<file path="src/rtl/scheduler_pkg.sv">
// Shared constants for the context-switch scheduler: opcodes, switch causes,
// FSM encoding and CXC_REGISTER field positions.
package scheduler_pkg;

  localparam logic [5:0] OPC_HLT   = 6'b011100;
  localparam logic [5:0] OPC_PREIO = 6'b011110;

  typedef enum logic [1:0] {
    CAUSE_NONE    = 2'd0,
    CAUSE_QUANTUM = 2'd1,
    CAUSE_PREIO   = 2'd2,
    CAUSE_HLT     = 2'd3
  } cause_e;

  typedef enum logic {
    ST_COUNTING = 1'b0,
    ST_REQUEST  = 1'b1
  } state_e;

  localparam int CXC_CAUSE_LSB = 0;
  localparam int CXC_CAUSE_W   = 2;
  localparam int CXC_PID_LSB   = 8;
  localparam int CXC_NONE_BIT  = 16;

endpackage

</file>
<file path="src/rtl/rr_picker.sv">
// Round-robin search: first set mask bit after base_i (wrapping), base_i itself
// considered last. pid_o falls back to base_i when nothing is ready.
module rr_picker #(
  parameter int NUM_PROCESSES = 8,
  parameter int PID_WIDTH     = 3
) (
  input  logic [NUM_PROCESSES-1:0] mask_i,
  input  logic [PID_WIDTH-1:0]     base_i,
  output logic [PID_WIDTH-1:0]     pid_o,
  output logic                     valid_o
);

  logic [PID_WIDTH-1:0] cand_s [NUM_PROCESSES];

  // Candidate i is base+i+1; the last one wraps back onto base itself.
  for (genvar g = 0; g < NUM_PROCESSES; g++) begin : g_cand
    assign cand_s[g] = base_i + PID_WIDTH'(g + 1);
  end

  // Scan from farthest to nearest so the nearest ready candidate wins.
  always_comb begin
    pid_o   = base_i;
    valid_o = 1'b0;
    for (int i = NUM_PROCESSES - 1; i >= 0; i--) begin
      pid_o   = mask_i[cand_s[i]] ? cand_s[i] : pid_o;
      valid_o = valid_o | mask_i[cand_s[i]];
    end
  end

endmodule

</file>
<file path="src/rtl/context_switch_scheduler.sv">
// Quantum/HLT/PREIO driven context-switch requester with a ready mask and a
// handshake (LOAD_CXC / CXC_ACK) towards the OS.
module context_switch_scheduler
  import scheduler_pkg::*;
#(
  parameter int OPCODE_WIDTH       = 6,
  parameter int INSTMEM_ADDR_WIDTH = 13,
  parameter int DATA_WIDTH         = 32,
  parameter int NUM_PROCESSES      = 8,
  parameter int PID_WIDTH          = 3,
  parameter int COUNTER_WIDTH      = 8,
  parameter int DEFAULT_QUANTUM    = 15,
  parameter int OS_MENU_ADDRESS    = 512
) (
  input  logic                          WCLOCK,
  input  logic                          RESET_N,
  input  logic                          MUX_SYSTEM_INSTRUCTION,
  input  logic [OPCODE_WIDTH-1:0]       OPCODE,
  input  logic [INSTMEM_ADDR_WIDTH-1:0] PC,
  input  logic                          QUANTUM_WE,
  input  logic [COUNTER_WIDTH-1:0]      QUANTUM_IN,
  input  logic                          IO_DONE,
  input  logic [PID_WIDTH-1:0]          IO_DONE_PID,
  input  logic                          CXC_ACK,
  output logic [DATA_WIDTH-1:0]         CXC_REGISTER,
  output logic                          LOAD_CXC,
  output logic [PID_WIDTH-1:0]          CURRENT_PID,
  output logic [NUM_PROCESSES-1:0]      READY_MASK
);

  state_e                     state_q;
  logic                       load_q;
  logic [COUNTER_WIDTH-1:0]   counter_q;
  logic [COUNTER_WIDTH-1:0]   quantum_q;
  logic [COUNTER_WIDTH-1:0]   quantum_d;
  logic [PID_WIDTH-1:0]       current_pid_q;
  logic [NUM_PROCESSES-1:0]   ready_mask_q;
  logic [NUM_PROCESSES-1:0]   ready_mask_d;
  logic [DATA_WIDTH-1:0]      cxc_q;
  logic [DATA_WIDTH-1:0]      cxc_d;

  logic                       user_scope_s;
  logic                       req_s;
  logic                       clear_s;
  cause_e                     cause_s;
  logic [PID_WIDTH-1:0]       pick_pid_s;
  logic                       pick_valid_s;

  assign user_scope_s = MUX_SYSTEM_INSTRUCTION &&
                        (PC < INSTMEM_ADDR_WIDTH'(OS_MENU_ADDRESS));

  // Switch decision for this edge: HLT beats PREIO beats quantum expiry.
  always_comb begin
    req_s   = 1'b0;
    clear_s = 1'b0;
    cause_s = CAUSE_NONE;
    if ((state_q == ST_COUNTING) && user_scope_s) begin
      if (OPCODE == OPCODE_WIDTH'(OPC_HLT)) begin
        req_s   = 1'b1;
        clear_s = 1'b1;
        cause_s = CAUSE_HLT;
      end else if (OPCODE == OPCODE_WIDTH'(OPC_PREIO)) begin
        req_s   = 1'b1;
        clear_s = 1'b1;
        cause_s = CAUSE_PREIO;
      end else if (counter_q >= quantum_q) begin
        req_s   = 1'b1;
        cause_s = CAUSE_QUANTUM;
      end else begin
        req_s   = 1'b0;
      end
    end else begin
      req_s = 1'b0;
    end
  end

  // Ready-mask update; an I/O completion is applied after the clear so it wins.
  always_comb begin
    ready_mask_d = ready_mask_q;
    if (clear_s) begin
      ready_mask_d[current_pid_q] = 1'b0;
    end else begin
      ready_mask_d = ready_mask_q;
    end
    if (IO_DONE) begin
      ready_mask_d[IO_DONE_PID] = 1'b1;
    end else begin
      ready_mask_d = ready_mask_d;
    end
  end

  // A zero quantum would request every cycle with no progress, so clamp to 1.
  always_comb begin
    quantum_d = quantum_q;
    if (QUANTUM_WE) begin
      quantum_d = (QUANTUM_IN == {COUNTER_WIDTH{1'b0}}) ? COUNTER_WIDTH'(1) : QUANTUM_IN;
    end else begin
      quantum_d = quantum_q;
    end
  end

  rr_picker #(
    .NUM_PROCESSES (NUM_PROCESSES),
    .PID_WIDTH     (PID_WIDTH)
  ) u_rr_picker (
    .mask_i  (ready_mask_d),
    .base_i  (current_pid_q),
    .pid_o   (pick_pid_s),
    .valid_o (pick_valid_s)
  );

  // Value captured into CXC_REGISTER on entry to REQUEST.
  always_comb begin
    cxc_d                                  = {DATA_WIDTH{1'b0}};
    cxc_d[CXC_CAUSE_LSB +: CXC_CAUSE_W]    = cause_s;
    cxc_d[CXC_PID_LSB +: PID_WIDTH]        = pick_pid_s;
    cxc_d[CXC_NONE_BIT]                    = ~pick_valid_s;
  end

  // Scheduler FSM with all architectural state and registered outputs.
  always_ff @(posedge WCLOCK or negedge RESET_N) begin
    if (!RESET_N) begin
      state_q       <= ST_COUNTING;
      load_q        <= 1'b0;
      counter_q     <= {COUNTER_WIDTH{1'b0}};
      quantum_q     <= COUNTER_WIDTH'(DEFAULT_QUANTUM);
      current_pid_q <= {PID_WIDTH{1'b0}};
      ready_mask_q  <= {NUM_PROCESSES{1'b1}};
      cxc_q         <= {DATA_WIDTH{1'b0}};
    end else begin
      ready_mask_q <= ready_mask_d;
      quantum_q    <= quantum_d;
      case (state_q)
        ST_COUNTING: begin
          if (req_s) begin
            state_q <= ST_REQUEST;
            load_q  <= 1'b1;
            cxc_q   <= cxc_d;
          end else if (user_scope_s) begin
            counter_q <= counter_q + COUNTER_WIDTH'(1);
          end else begin
            counter_q <= counter_q;
          end
        end
        ST_REQUEST: begin
          if (CXC_ACK) begin
            state_q       <= ST_COUNTING;
            load_q        <= 1'b0;
            counter_q     <= {COUNTER_WIDTH{1'b0}};
            current_pid_q <= cxc_q[CXC_PID_LSB +: PID_WIDTH];
          end else begin
            state_q <= ST_REQUEST;
            load_q  <= 1'b1;
          end
        end
        default: begin
          state_q <= ST_COUNTING;
          load_q  <= 1'b0;
        end
      endcase
    end
  end

  assign CXC_REGISTER = cxc_q;
  assign LOAD_CXC     = load_q;
  assign CURRENT_PID  = current_pid_q;
  assign READY_MASK   = ready_mask_q;

endmodule
</file>
<file path="config.mk">
export PLATFORM = sky130hd
export DESIGN_NAME = context_switch_scheduler
export DESIGN_NICKNAME = d
export VERILOG_FILES = /design/src/rtl/scheduler_pkg.sv /design/src/rtl/rr_picker.sv /design/src/rtl/context_switch_scheduler.sv
export SDC_FILE = /design/constraint.sdc
export NUM_CORES = 1
export LEC_CHECK = 0
export CAP_MARGIN = 20
export CORE_MARGIN = 2
export CORE_UTILIZATION = 44
export DETAILED_ROUTE_END_ITERATION = 12
export HOLD_SLACK_MARGIN = 0.06
export PLACE_DENSITY = 0.8
export SYNTH_ARGS = -nofsm -noshare
export SYNTH_HDL_FRONTEND = slang
export SYNTH_SLANG_ARGS = --single-unit
</file>
<file path="constraint.sdc">
create_clock -name WCLOCK -period 3.1 [get_ports WCLOCK]
set_input_delay 0.62 -clock WCLOCK [delete_from_list [all_inputs] [get_ports WCLOCK]]
set_output_delay 0.62 -clock WCLOCK [all_outputs]
set_load 0.1 [all_outputs]
</file>
==> results.md, run 1 <==
- The flow ran to the end, but the final reports show violations.
- Timing analysis after detailed placement gives a worst setup slack of -849 ps.
- The level count of the clock H-tree is 2.
- The DRC violation total after the first TritonRoute iteration is approximately 190.
- The area of the die is 0.00726 sq mm.
- The endpoint kind of the worst setup timing path is a flop.
- Each instance of the synthesized netlist takes up on average 8.64 sq um.
- The worst hold-check path type is flop to flop.
- The length of the first detailed-routing pass in iterations is 5.
- The number of global-route vias before repair is 2,918.
- The number of nets in the layout is 489.
- The sum of routed wire length over all layers is 8580 um.
- Entering global routing, the biggest net connects 36 pins.
- The HPWL after detailed placement is between 6000 and 7000 um.
- The number of antenna violations at the first check in global routing came to 0.
- The worst clock skew is 11.5 ps.
- The clock latency reported for the late side of the worst-skew pair is 290 ps.
- The area share of the leading cell type in the synthesized netlist is between 10% and 20%.
- The number of distinct library cells after synthesis is a little over 60.
- The setup slack of the critical path after layout is -222 ps.
- The total power after layout is about 1.9 mW.
- Static timing analysis puts the maximum clock frequency at 301 MHz.
- The clock tree from TritonCTS is built.
- The hold-fix buffer count after cts is 0.
- In the post-synthesis netlist, the biggest area contributors are sky130_fd_sc_hd__dfrtp_1, sky130_fd_sc_hd__dfstp_2, sky130_fd_sc_hd__buf_4, sky130_fd_sc_hd__ha_1, sky130_fd_sc_hd__o21ai_0.
- The final count of hold timing violations is 0.
- Setup repair after global routing could not meet its margin everywhere.
- The maximum clock path buffer count is 2.
- From left edge to right edge, the die measures 85.2 um.
- The area fraction in and, or, nand and nor cells after synthesis is 22.5%.
- Of all flip-flops after synthesis, the portion carrying an async set or reset was 100%.
- The synthesized instance count is 336.
- The final routed DRC violation total is 0.
- Pin placement for this block handled 80 I/O pins.
- The synthesized netlist occupies a cell area of 0.00290 sq mm.
- The synthesized design spends more area on one cell type than any other, namely sky130_fd_sc_hd__dfrtp_1.
- The count of nets left with antenna violations once routing finished came out at 0.
- Buffers inserted during clock tree synthesis total 5.
- The commonest register cell after synthesis is sky130_fd_sc_hd__dfrtp_1.
- The data arrival time of the critical path is ~3500 ps.
- The checks that failed: setup timing.
- The commonest cells after synthesis are sky130_fd_sc_hd__buf_4, sky130_fd_sc_hd__nand2_1, sky130_fd_sc_hd__dfrtp_1.
- Summing the areas of all fa, ha and maj instances in the mapped netlist gives around 6.5% of the synthesized area.
- The wire length of the first global-routing pass is 13,700 um.
- The CTS clock-pin slew for the worst setup and hold paths is 80 ps.
- The total area inside the core boundary comes to between 0.006 and 0.007 sq mm.
- The finished layout holds 516 standard cells, fillers aside.
- For the final routed database, the setup TNS stands at -648 ps.
- The count of input and output buffers is 44.
- The main combinational cell family by area after synthesis is simple AND/OR/NAND/NOR gates.
- The placed cell count is 500.
- The largest driver fanout on the critical path is 3.
- Clock tree synthesis selected as its root buffer the cell sky130_fd_sc_hd__clkbuf_8.
- Summed over all cells, the static leakage comes to between 1.5 and 2 nW.
- The synthesized design contains 35 register bits.
- Subtracting the final worst setup slack from the clock period gives between 3000 and 4000 ps.
- The number of pins with negative max-slew slack in the final report is 0.
- The fraction of the mapped netlist area in compound gates is 19.3%.
- The overall track demand over capacity in global routing is a little under a quarter.
- Cells with a size suffix above 1 make up between 30% and 40% of the layout.
- CTS saw 35 sinks.
- The synthesized netlist devotes ~2.7% of its cell area to XOR and XNOR gates.
- Yosys instantiated no cell more often than sky130_fd_sc_hd__buf_4.
- The starting density of the core is 45.7%.
- The part of the cycle the worst path needs is 107%.
- The worst setup path is of the flop to flop kind.
- The Yosys step of the flow raised 0 warnings.
- The share of synthesized area occupied by flip-flops and latches is a little under a third.
- The peak supply drop is 0.275 mV.
- Routability-driven placement finished with a final weighted congestion of 0.934.
- The setup violation total in the final timing report is 4.
- For the worst setup path, the data required time is ~3300 ps.
- Summed over all layers, the global routing overflow is 0.
- The number of enable flip-flop cells after synthesis is 0.
- The ratio of total power to cell area is about 480 mW/mm^2.
- Detailed routing inserted a total of 2,999 vias.
- The overall die height is 85.2 um.
- The mux contribution to synthesized area is 6.68%.
- The number of antenna diodes in the final layout is 0.
- The count of standard-cell rows is 29.
- The max-cap violation count is 0.
- The startpoint type of the worst setup path is a flop.
- The relative area change from synthesis to final layout is 38.2%.
- The detailed-route vias per instance is 5.81.
- The average routed wire per standard cell is between 15 and 20 um.
state kept, by name (all words and copies together), names as in the netlist:
name	cells
CXC_REGISTER	6
state_q	1
LOAD_CXC	1
CURRENT_PID	3
quantum_q	8
READY_MASK	8
counter_q	8
what timing repair did:
item / in CTS / in global routing
gates resized for setup: 34 / 20
buffers inserted: 7 / 1
endpoints found under the setup margin: 4 / 4
pin swaps: 17 / 12
per-stage QoR:
step / hold WS, ps / util [%] / instance area [sq um]
2_1_floorplan: 324 / - / 3030
3_3_place_gp: 478 / 58.3 / 3700
3_5_place_dp: 476 / 58.3 / 3700
4_1_cts: 496 / 61.6 / 3910
5_1_grt: 511 / 63.2 / 4010
6_report: 491 / 63.2 / 4010
where the power goes:
part | internal (mW) | leakage (nW) | switching (mW)
registers | 0.510 | 0.423 | 0.0439
clock network | 0.157 | 0.0412 | 0.178
logic | 0.362 | 1.37 | 0.658
total | 1.03 | 1.83 | 0.880
layer usage:
layer | part of all wire, % | GRT usage, % | up-vias
met4 | 3.4 | 9.67 | 0
met2 | 51 | 41.6 | 144
met3 | 6.4 | 4.18 | 30
li1 | - | - | 1390
met5 | 0 | 0 | -
met1 | 39 | 28.2 | 1435
kinds of logic after synthesis:
logic type               Yosys count
buffers and inverters             62
AND/OR/NAND/NOR                  117
flip-flops                        35
multiplexers                      14
adder cells (fa/ha/maj)           15
XOR/XNOR                           9
other                              1
AO/OA/AOI/OAI                     83
cells in the final DEF, fill, tap and decap left out, types with 4 or more instances in the layout:
cell | netlist | routed
sky130_fd_sc_hd__o21ai_0 | 21 | 20
sky130_fd_sc_hd__mux4_2 | 4 | 4
sky130_fd_sc_hd__nor4_1 | 6 | 6
sky130_fd_sc_hd__inv_1 | 17 | 17
sky130_fd_sc_hd__clkbuf_8 | 0 | 5
sky130_fd_sc_hd__nand3_1 | 7 | 7
sky130_fd_sc_hd__dfrtp_1 | 23 | 21
sky130_fd_sc_hd__dfstp_2 | 12 | 12
sky130_fd_sc_hd__mux2i_1 | 7 | 5
sky130_fd_sc_hd__clkdlybuf4s50_1 | 0 | 16
sky130_fd_sc_hd__nor3_1 | 11 | 10
sky130_fd_sc_hd__o21a_1 | 6 | 6
sky130_fd_sc_hd__conb_1 | 1 | 26
sky130_fd_sc_hd__nor2b_1 | 5 | 5
sky130_fd_sc_hd__o211ai_1 | 4 | 4
sky130_fd_sc_hd__nor2_1 | 21 | 18
sky130_fd_sc_hd__ha_1 | 15 | 15
sky130_fd_sc_hd__xor2_1 | 8 | 8
sky130_fd_sc_hd__buf_4 | 26 | 79
sky130_fd_sc_hd__nand2_1 | 24 | 24
sky130_fd_sc_hd__dlymetal6s2s_1 | 0 | 5
sky130_fd_sc_hd__nand4_1 | 6 | 6
sky130_fd_sc_hd__o21ai_1 | 4 | 4
sky130_fd_sc_hd__a21oi_1 | 16 | 14
sky130_fd_sc_hd__nand2b_1 | 5 | 5
sky130_fd_sc_hd__buf_6 | 0 | 8
path summary, 6_finish.rpt:
| kind | cells after the start | slack, ps | to | startpoint |
|---|---|---|---|---|
| setup / recovery | 11 | -220 | CXC_REGISTER[16]$_DFFE_PN0P_ | state_q$_DFF_PN0_ |
| hold / removal | 2 | 490 | quantum_q[0]$_DFFE_PN1P_ | quantum_q[0]$_DFFE_PN1P_ |
| setup reg to reg | 11 | -220 | CXC_REGISTER[16]$_DFFE_PN0P_ | state_q$_DFF_PN0_ |
| hold reg to reg | 2 | 490 | quantum_q[0]$_DFFE_PN1P_ | quantum_q[0]$_DFFE_PN1P_ |
| max in group asynchronous | 2 | 1970 | CURRENT_PID[1]$_DFFE_PN0P_ | RESET_N |
| min in group asynchronous | 2 | 760 | CURRENT_PID[2]$_DFFE_PN0P_ | RESET_N |
layout make-up:
class	count	area [sq um]
clock buffer	6	72.6
clock inverter	2	12.5
fill	519	2340
inverter	20	76.3
multi-input combinational	264	1920
sequential	35	898
tap	77	96.3
timing repair buffer	112	933
critical path, stage by stage, from the launching register on:
cell and delay (ps):
sky130_fd_sc_hd__dfrtp_1 390, sky130_fd_sc_hd__or4b_4 570, sky130_fd_sc_hd__buf_6 140, sky130_fd_sc_hd__o41a_1 340, sky130_fd_sc_hd__nor2_2 150, sky130_fd_sc_hd__clkinv_2 80, sky130_fd_sc_hd__mux4_2 520, sky130_fd_sc_hd__mux2_4 320
sky130_fd_sc_hd__buf_6 120, sky130_fd_sc_hd__or3_4 380, sky130_fd_sc_hd__buf_6 120, sky130_fd_sc_hd__o21ai_2 120
No activity file was read; power rests on OpenSTA's default activity.
==> inputs of run 2 (changes only) <==
--- a/config.mk
+++ b/config.mk
@@ -6,11 +6,13 @@
 export NUM_CORES = 1
 export LEC_CHECK = 0
 export CAP_MARGIN = 20
+export CELL_PAD_IN_SITES_DETAIL_PLACEMENT = 1
+export CELL_PAD_IN_SITES_GLOBAL_PLACEMENT = 1
 export CORE_MARGIN = 2
-export CORE_UTILIZATION = 44
+export CORE_UTILIZATION = 32
 export DETAILED_ROUTE_END_ITERATION = 12
 export HOLD_SLACK_MARGIN = 0.06
-export PLACE_DENSITY = 0.8
+export PLACE_DENSITY = 0.79
 export SYNTH_ARGS = -nofsm -noshare
 export SYNTH_HDL_FRONTEND = slang
 export SYNTH_SLANG_ARGS = --single-unit
==> run 2 against run 1 <==
The run still ends with setup timing left. Largest power group unchanged. Critical path depth down 1. Critical endpoint is now CXC_REGISTER[9]$_DFFE_PN0P_. Total power up 4.2%. Design area up 1.7%. Non-clock buffer count grew 9. Critical path type is now input port to flop. Die area up 36%. Sequential power hardly changed. Fmax fell by 0.62%. Utilization shrank 17 points.
==> results.md, run 2 (synthesized netlist as in run 1, its figures left out) <==
- After floorplanning, the core was sized to cover between 0.008 and 0.009 sq mm.
- The remaining global-route overflow is 0.
- The number of nets in the layout is 498.
- Summing internal, switching and leakage power gives 1.99 mW.
- The relative area change from synthesis to final layout is 40.5%.
- The final reports fail on setup timing.
- The number of global-route vias before repair is 3,204.
- The number of CTS-inserted buffers is 5.
- Max-cap violations in this run came to 0.
- The maximum clock rate is 299 MHz.
- The starting density of the core is 33.1%.
- The run finished, with violations left.
- The die is 99.2 um tall.
- The overall track demand over capacity in global routing is 20.0%.
- Counting along the longest clock path gives a buffer depth of 2.
- The detailed router placed 3,018 vias in this run.
- The H-tree was split into 2 levels.
- The count of filler cells inserted in the layout is about 1,100.
- The uppermost layer routed is met4.
- The data arrival time of the critical path is 3510 ps.
- After detailed routing, the number of remaining DRC violations is 0.
- Cells fill 46.5% of the core in the end.
- The hold-fix buffer count after cts is 0.
- The DRC violation total after the first TritonRoute iteration is about 130.
- Input and output buffers added on the ports amount to 44.
- The top cell types in the final layout, fill and taps aside, are sky130_fd_sc_hd__buf_4, sky130_fd_sc_hd__conb_1, sky130_fd_sc_hd__nand2_1.
- STA classifies the critical path endpoint as a flop.
- On the final layout, the worst clock skew is 8.74 ps.
- The startpoint of the most critical register-to-register path is state_q$_DFF_PN0_.
- After detailed routing, the met2 layer carries 5060 um of wire.
- The critical path start-end classification is input port to flop.
- The part of the cycle the worst path needs is 108%.
- After clock tree synthesis, the clock-pin slew on the worst setup and hold paths is 90 ps.
- Setup repair after global routing could not meet its margin everywhere.
- The first element of the critical path is PC[11].
- The floorplan die width is between 90 and 100 um.
- The most critical setup path has its endpoint at CXC_REGISTER[9]$_DFFE_PN0P_.
- The fraction of final layout cells sized beyond drive strength 1 is 34.8%.
- The met3 wire length is 456 um.
- The final antenna-violating net count is 0.
- The number of sinks driven by the clock tree is 35.
- The endpoint of the most critical register-to-register path is CXC_REGISTER[9]$_DFFE_PN0P_.
- The number of pins with negative max-slew slack in the final report is 0.
- The length of the first detailed-routing pass in iterations is 4.
- After detailed routing, the number of vias per cell comes to 5.43.
- Once layout is done, the placed cells without fillers occupy 0.00408 sq mm.
- In this run the clock root is driven by a sky130_fd_sc_hd__clkbuf_8.
- The number of antenna violations at the first check in global routing is 0.
- The final count of hold timing violations is 0.
- The leakage dissipation is 1.82 nW.
- The area of the die is 0.00985 sq mm.
- After detailed routing, the average wire length per cell comes to 17.6 um.
- The initialized floorplan defines 34 standard-cell rows.
- The library cell used most frequently in the layout, excluding fill and tap cells, is sky130_fd_sc_hd__buf_4.
- STA classifies the critical path startpoint as an input port.
- Summed over all failing endpoints, the final setup total negative slack is -863 ps.
- The placed cell count is 542.
- The placement-stage cell area is 0.00382 sq mm.
- The setup violation total in the final timing report is 4.
- For this run, the number of standard cells in the final layout without fillers is 556.
- The minimum clock period is 3340 ps.
- The ratio of total power to cell area is 488 mW/mm^2.
- The setup slack of the critical path after layout is -243 ps.
- The HPWL after detailed placement is between 7000 and 8000 um.
- TritonCTS built the clock tree.
- 80 I/O pins were placed.
- The first global-routing pass estimated 16,000 um of wire.
- The clock latency reported for the late side of the worst-skew pair is 290 ps.
- The number of antenna diodes in the final layout is 0.
- The wire length the detailed router placed on met1 is approximately 4000 um.
- Data on the critical path is required at its endpoint by 3270 ps.
- Along the worst path, the maximum fanout reaches 4.
- The final estimated routing congestion in global placement is around 0.96.
- The worst hold-check path type is flop to flop.
- The peak supply drop is between 0.2 and 0.25 mV.
- Entering global routing, the biggest net connects 36 pins.
- The logic depth of the worst register-to-register path is 9.
- The final layout contains routed wiring with a total length of 9800 um.
- The setup check on the worst reg-to-reg path leaves a slack of -240 ps.
[run 2: worst min path at each step]
stage | from | to | cells past startpoint
floorplan | RESET_N | CURRENT_PID[2]$_DFFE_PN0P_ | 0
global placement | CXC_REGISTER[0]$_DFFE_PN0P_ | CXC_REGISTER[0]$_DFFE_PN0P_ | 1
detailed placement | quantum_q[0]$_DFFE_PN1P_ | quantum_q[0]$_DFFE_PN1P_ | 2
CTS | quantum_q[0]$_DFFE_PN1P_ | quantum_q[0]$_DFFE_PN1P_ | 2
global route | CXC_REGISTER[16]$_DFFE_PN0P_ | CXC_REGISTER[16]$_DFFE_PN0P_ | 2
finish | quantum_q[0]$_DFFE_PN1P_ | quantum_q[0]$_DFFE_PN1P_ | 2
[run 2: cell type report]
| cell class | count | area, sq um | share of cell area [%] |
|---|---|---|---|
| Sequential cell | 35 | 898 | 22.0 |
| Multi-Input combinational cell | 264 | 1900 | 46.5 |
| Timing Repair Buffer | 121 | 973 | 23.9 |
| Inverter | 20 | 76.3 | 1.87 |
| Clock inverter | 2 | 16.3 | 0.399 |
| Tap cell | 108 | 135 | 3.31 |
| Clock buffer | 6 | 82.6 | 2.02 |
[run 2: what timing repair did]
action	4_1_cts	5_1_grt
buffers inserted	4	3
pin swaps	18	4
resized for setup	36	8
setup endpoints to repair	4	9
[run 2: metal layers]
metal	GRT usage, %	vias to the layer above
met4	5.48	0
met3	3.02	22
met5	0	-
met2	36.8	90
li1	-	1404
met1	24.2	1502
[run 2: worst max-delay path, cell delays in order]
cell and delay (ps):
sky130_fd_sc_hd__buf_2 110, sky130_fd_sc_hd__or4b_4 530, sky130_fd_sc_hd__o41a_1 470, sky130_fd_sc_hd__or3_4 390, sky130_fd_sc_hd__mux2_4 290, sky130_fd_sc_hd__a211oi_2 280, sky130_fd_sc_hd__nor3_1 140, sky130_fd_sc_hd__nand3b_1 190
sky130_fd_sc_hd__a221oi_1 350, sky130_fd_sc_hd__o41ai_2 140
[run 2: through the flow]
stage	setup WS [ps]	hold slack, ps
2_1_floorplan	-442	324
3_3_place_gp	-799	471
3_5_place_dp	-966	487
4_1_cts	-217	499
5_1_grt	-354	523
6_report	-243	498
[run 2: report_power, final]
part	switching (mW)	internal (mW)	leakage, nW
sequential	0.0419	0.510	0.423
combinational	0.678	0.382	1.35
clock	0.195	0.182	0.0474
==> inputs of run 3 (changes only) <==
--- a/config.mk
+++ b/config.mk
@@ -12,7 +12,7 @@
 export CORE_UTILIZATION = 32
 export DETAILED_ROUTE_END_ITERATION = 12
 export HOLD_SLACK_MARGIN = 0.06
-export PLACE_DENSITY = 0.79
+export PLACE_DENSITY = 0.78
 export SYNTH_ARGS = -nofsm -noshare
 export SYNTH_HDL_FRONTEND = slang
 export SYNTH_SLANG_ARGS = --single-unit
==> run 3 against run 2 <==
The run still ends with setup timing left. Register-to-register slack got worse by 40 ps. Sequential power increased by 0.9%. Clock skew increased by 1.4 ps. Clock power decreased by 11%. Global-route usage increased by 0.62 points. Final cell count increased by 0.18%. Die area unchanged. First-iteration DRC count decreased by 13%. Wire length increased by 0.70%. Non-clock buffer count increased by 2. Worst setup slack got worse by 81 ps. Via count decreased by 1.8%. Critical path type unchanged. Largest power group unchanged.
==> results.md, run 3 (synthesized netlist as in run 1, its figures left out) <==
- The flow ran to the end, but the final reports show violations.
- The final reports fail on setup timing.
- The floorplan die width is 99.2 um.
- The setup slack of the critical path after layout is -324 ps.
- Dividing total power by cell area gives a power density of 478 mW/mm^2.
- The count of input and output buffers is 44.
- The number of pins with negative max-slew slack in the final report is 0.
- Setup repair after global routing could not meet its margin everywhere.
- For the worst setup path, the data arrival time is 3590 ps.
- Excluding fillers, the count of instances in the completed layout stands at approximately 560.
- The diode insertion count for antenna repair is 0.
- The library cell used most frequently in the layout, excluding fill and tap cells, is sky130_fd_sc_hd__buf_4.
- STA classifies the critical path startpoint as an input port.
- Setup violations remaining at the end of the flow were counted as 4.
- The sum of routed wire length over all layers is 9870 um.
- Across the run, the number of max-cap violations was 0.
- STA puts the critical path data required time at 3260 ps.
- The worst hold-check path type is flop to flop.
- In the finished design, the share of the clock period the worst path needs comes to 110%.
- The final routed DRC violation total is 0.
- After the first detailed-routing iteration, the DRC count stood at 114.
- The die covers 0.00985 sq mm.
- The final count of hold timing violations is 0.
- The CTS clock-pin slew for the worst setup and hold paths is roughly 80 ps.
- Based on the critical path, the design can be clocked at up to 292 MHz.
- The maximum single-stage delay on the critical path is approximately 570 ps.
- From synthesis to final layout, the design area changed by 41.2%.
- Of all nets on the critical path, the largest fanout is 5.
- The detail route stage leaves a number of antenna-violating nets equal to 0.
- The number of nets in the layout is 500.
- The number of global-route vias before repair came to roughly 3,300.
- The average routed wire per standard cell is 17.7 um.
- The HPWL after detailed placement is 7700 um.
- Measured on the finished design, the core utilization comes to 46.8%.
- For the pin with the worst max-slew slack, the measured transition is 542 ps.
- The total power after layout is between 1.5 and 2 mW.
- The final estimated routing congestion in global placement is 0.922.
- Hold repair after CTS inserted 0 buffers.
- Counting tap cells, the placed design contains a total of ~550 instances.
- The minimum clock period is around 3400 ps.
- For this run, the detailed router's first-pass iteration total came to 4.
- The number of sinks driven by the clock tree is 35.
- In this run the vertical extent of the chip is 99.2 um.
- The initial utilization of the core area, before any placement, comes to around 33%.
- The post-route worst hold slack is just under 500 ps.
- The fraction of final layout cells sized beyond drive strength 1 is 34.7%.
- Global routing used 20.6% of the available tracks across all layers.
- In this run the number of H-tree levels came out at 2.
- The number of antenna violations at the first check in global routing is 0.
- Dividing the detail-routed via count by the number of cells gives 5.32.
- The slowest stage of the critical path belongs to the cell sky130_fd_sc_hd__or4b_4.
- For this design the static power due to leakage is 1.83 nW.
- The critical path in this run is classified as input port to flop.
- The core outline area is 0.00876 sq mm.
- The endpoint kind of the worst setup timing path is a flop.
- The worst max-slew margin expressed relative to the limit is 63.7%.
- At the later pin of the worst-skew pair, clock insertion delay measures 300 ps.
- The clock arrives with just over 10 ps of skew.
- In this run the count of I/O pins placed on the die edge is 80.
- In this run the deepest clock path goes through 2 buffers.
- The remaining global-route overflow is 0.
- The initialized floorplan defines 34 standard-cell rows.
- The signal on the critical path passes through buf_6, or4b_4, o41a_1, or3_4, mux2_4, a222oi_1, buf_4, and2_4, o22ai_4, a221oi_2, o41ai_2.
- The wire length of the first global-routing pass is ~16,000 um.
- The root buffer cell is sky130_fd_sc_hd__clkbuf_8.
- The maximum number of pins on one net before global-route repair is 21.
- In this run, CTS created clock tree buffers numbering 5.
- The top cell types in the final layout, fill and taps aside, are sky130_fd_sc_hd__buf_4, sky130_fd_sc_hd__conb_1, sky130_fd_sc_hd__nand2_1.
- TritonCTS built the clock tree.
- The final route contains 2,964 vias.
- The peak supply drop is 0.207 mV.
## run 3: power by group
group,internal (mW),switching (mW)
Sequential,0.510,0.0467
Combinational,0.387,0.681
Clock,0.154,0.181
Total,1.05,0.909
## run 3: area by class of cell
| class | instances | area, sq um |
|---|---|---|
| Clock inverter | 2 | 13.8 |
| Multi-Input combinational cell | 264 | 1900 |
| Timing Repair Buffer | 123 | 1010 |
| Fill cell | 1064 | 4660 |
| Clock buffer | 5 | 68.8 |
| Sequential cell | 35 | 898 |
| Tap cell | 108 | 135 |
| Inverter | 20 | 75.1 |
## run 3: worst max-delay path, delay by kind of cell
| family | cells | cell delay [ps] |
|---|---|---|
| muxes | 1 | 290 |
| buffers and inverters | 2 | 270 |
| and+or+nand+nor | 3 | 1140 |
| AOI/OAI and AO/OA | 5 | 1270 |
## run 3: what timing repair did
action                                  CTS  global route
setup buffers                             4             1
pin swaps                                13            11
resized for setup                        32            13
endpoints found under the setup margin    4             4
## run 3: final timing paths
path | endpoint | slack (ps) | start | cells past startpoint
setup / recovery | CXC_REGISTER[9]$_DFFE_PN0P_ | -320 | PC[12] | 11
max in group asynchronous | quantum_q[1]$_DFFE_PN1P_ | 1750 | RESET_N | 2
hold / removal | CXC_REGISTER[0]$_DFFE_PN0P_ | 490 | CXC_REGISTER[0]$_DFFE_PN0P_ | 1
hold reg to reg | CXC_REGISTER[0]$_DFFE_PN0P_ | 490 | CXC_REGISTER[0]$_DFFE_PN0P_ | 1
min in group asynchronous | CXC_REGISTER[8]$_DFFE_PN0P_ | 660 | RESET_N | 1
setup reg to reg | CXC_REGISTER[9]$_DFFE_PN0P_ | -280 | state_q$_DFF_PN0_ | 10
## run 3: through the flow
step           area, sq um  setup slack, ps  setup TNS [ps]
5_1_grt               4100             -422           -1380
3_5_place_dp          3850             -942           -3320
3_3_place_gp          3850             -805           -2910
2_1_floorplan         3030             -442           -1070
6_report              4100             -324            -992
4_1_cts               4040             -285            -783
## run 3: routing by layer
layer  GRT usage [%]  share of wire (%)  vias up  routed length (um)
met5               0                  0        -                   0
met4            5.69                2.3        0                 231
met3            3.58                4.1       18                 402
met2            36.7                 50       70                4900
met1            25.7                 44     1473                4340
li1                -                  -     1403                   -
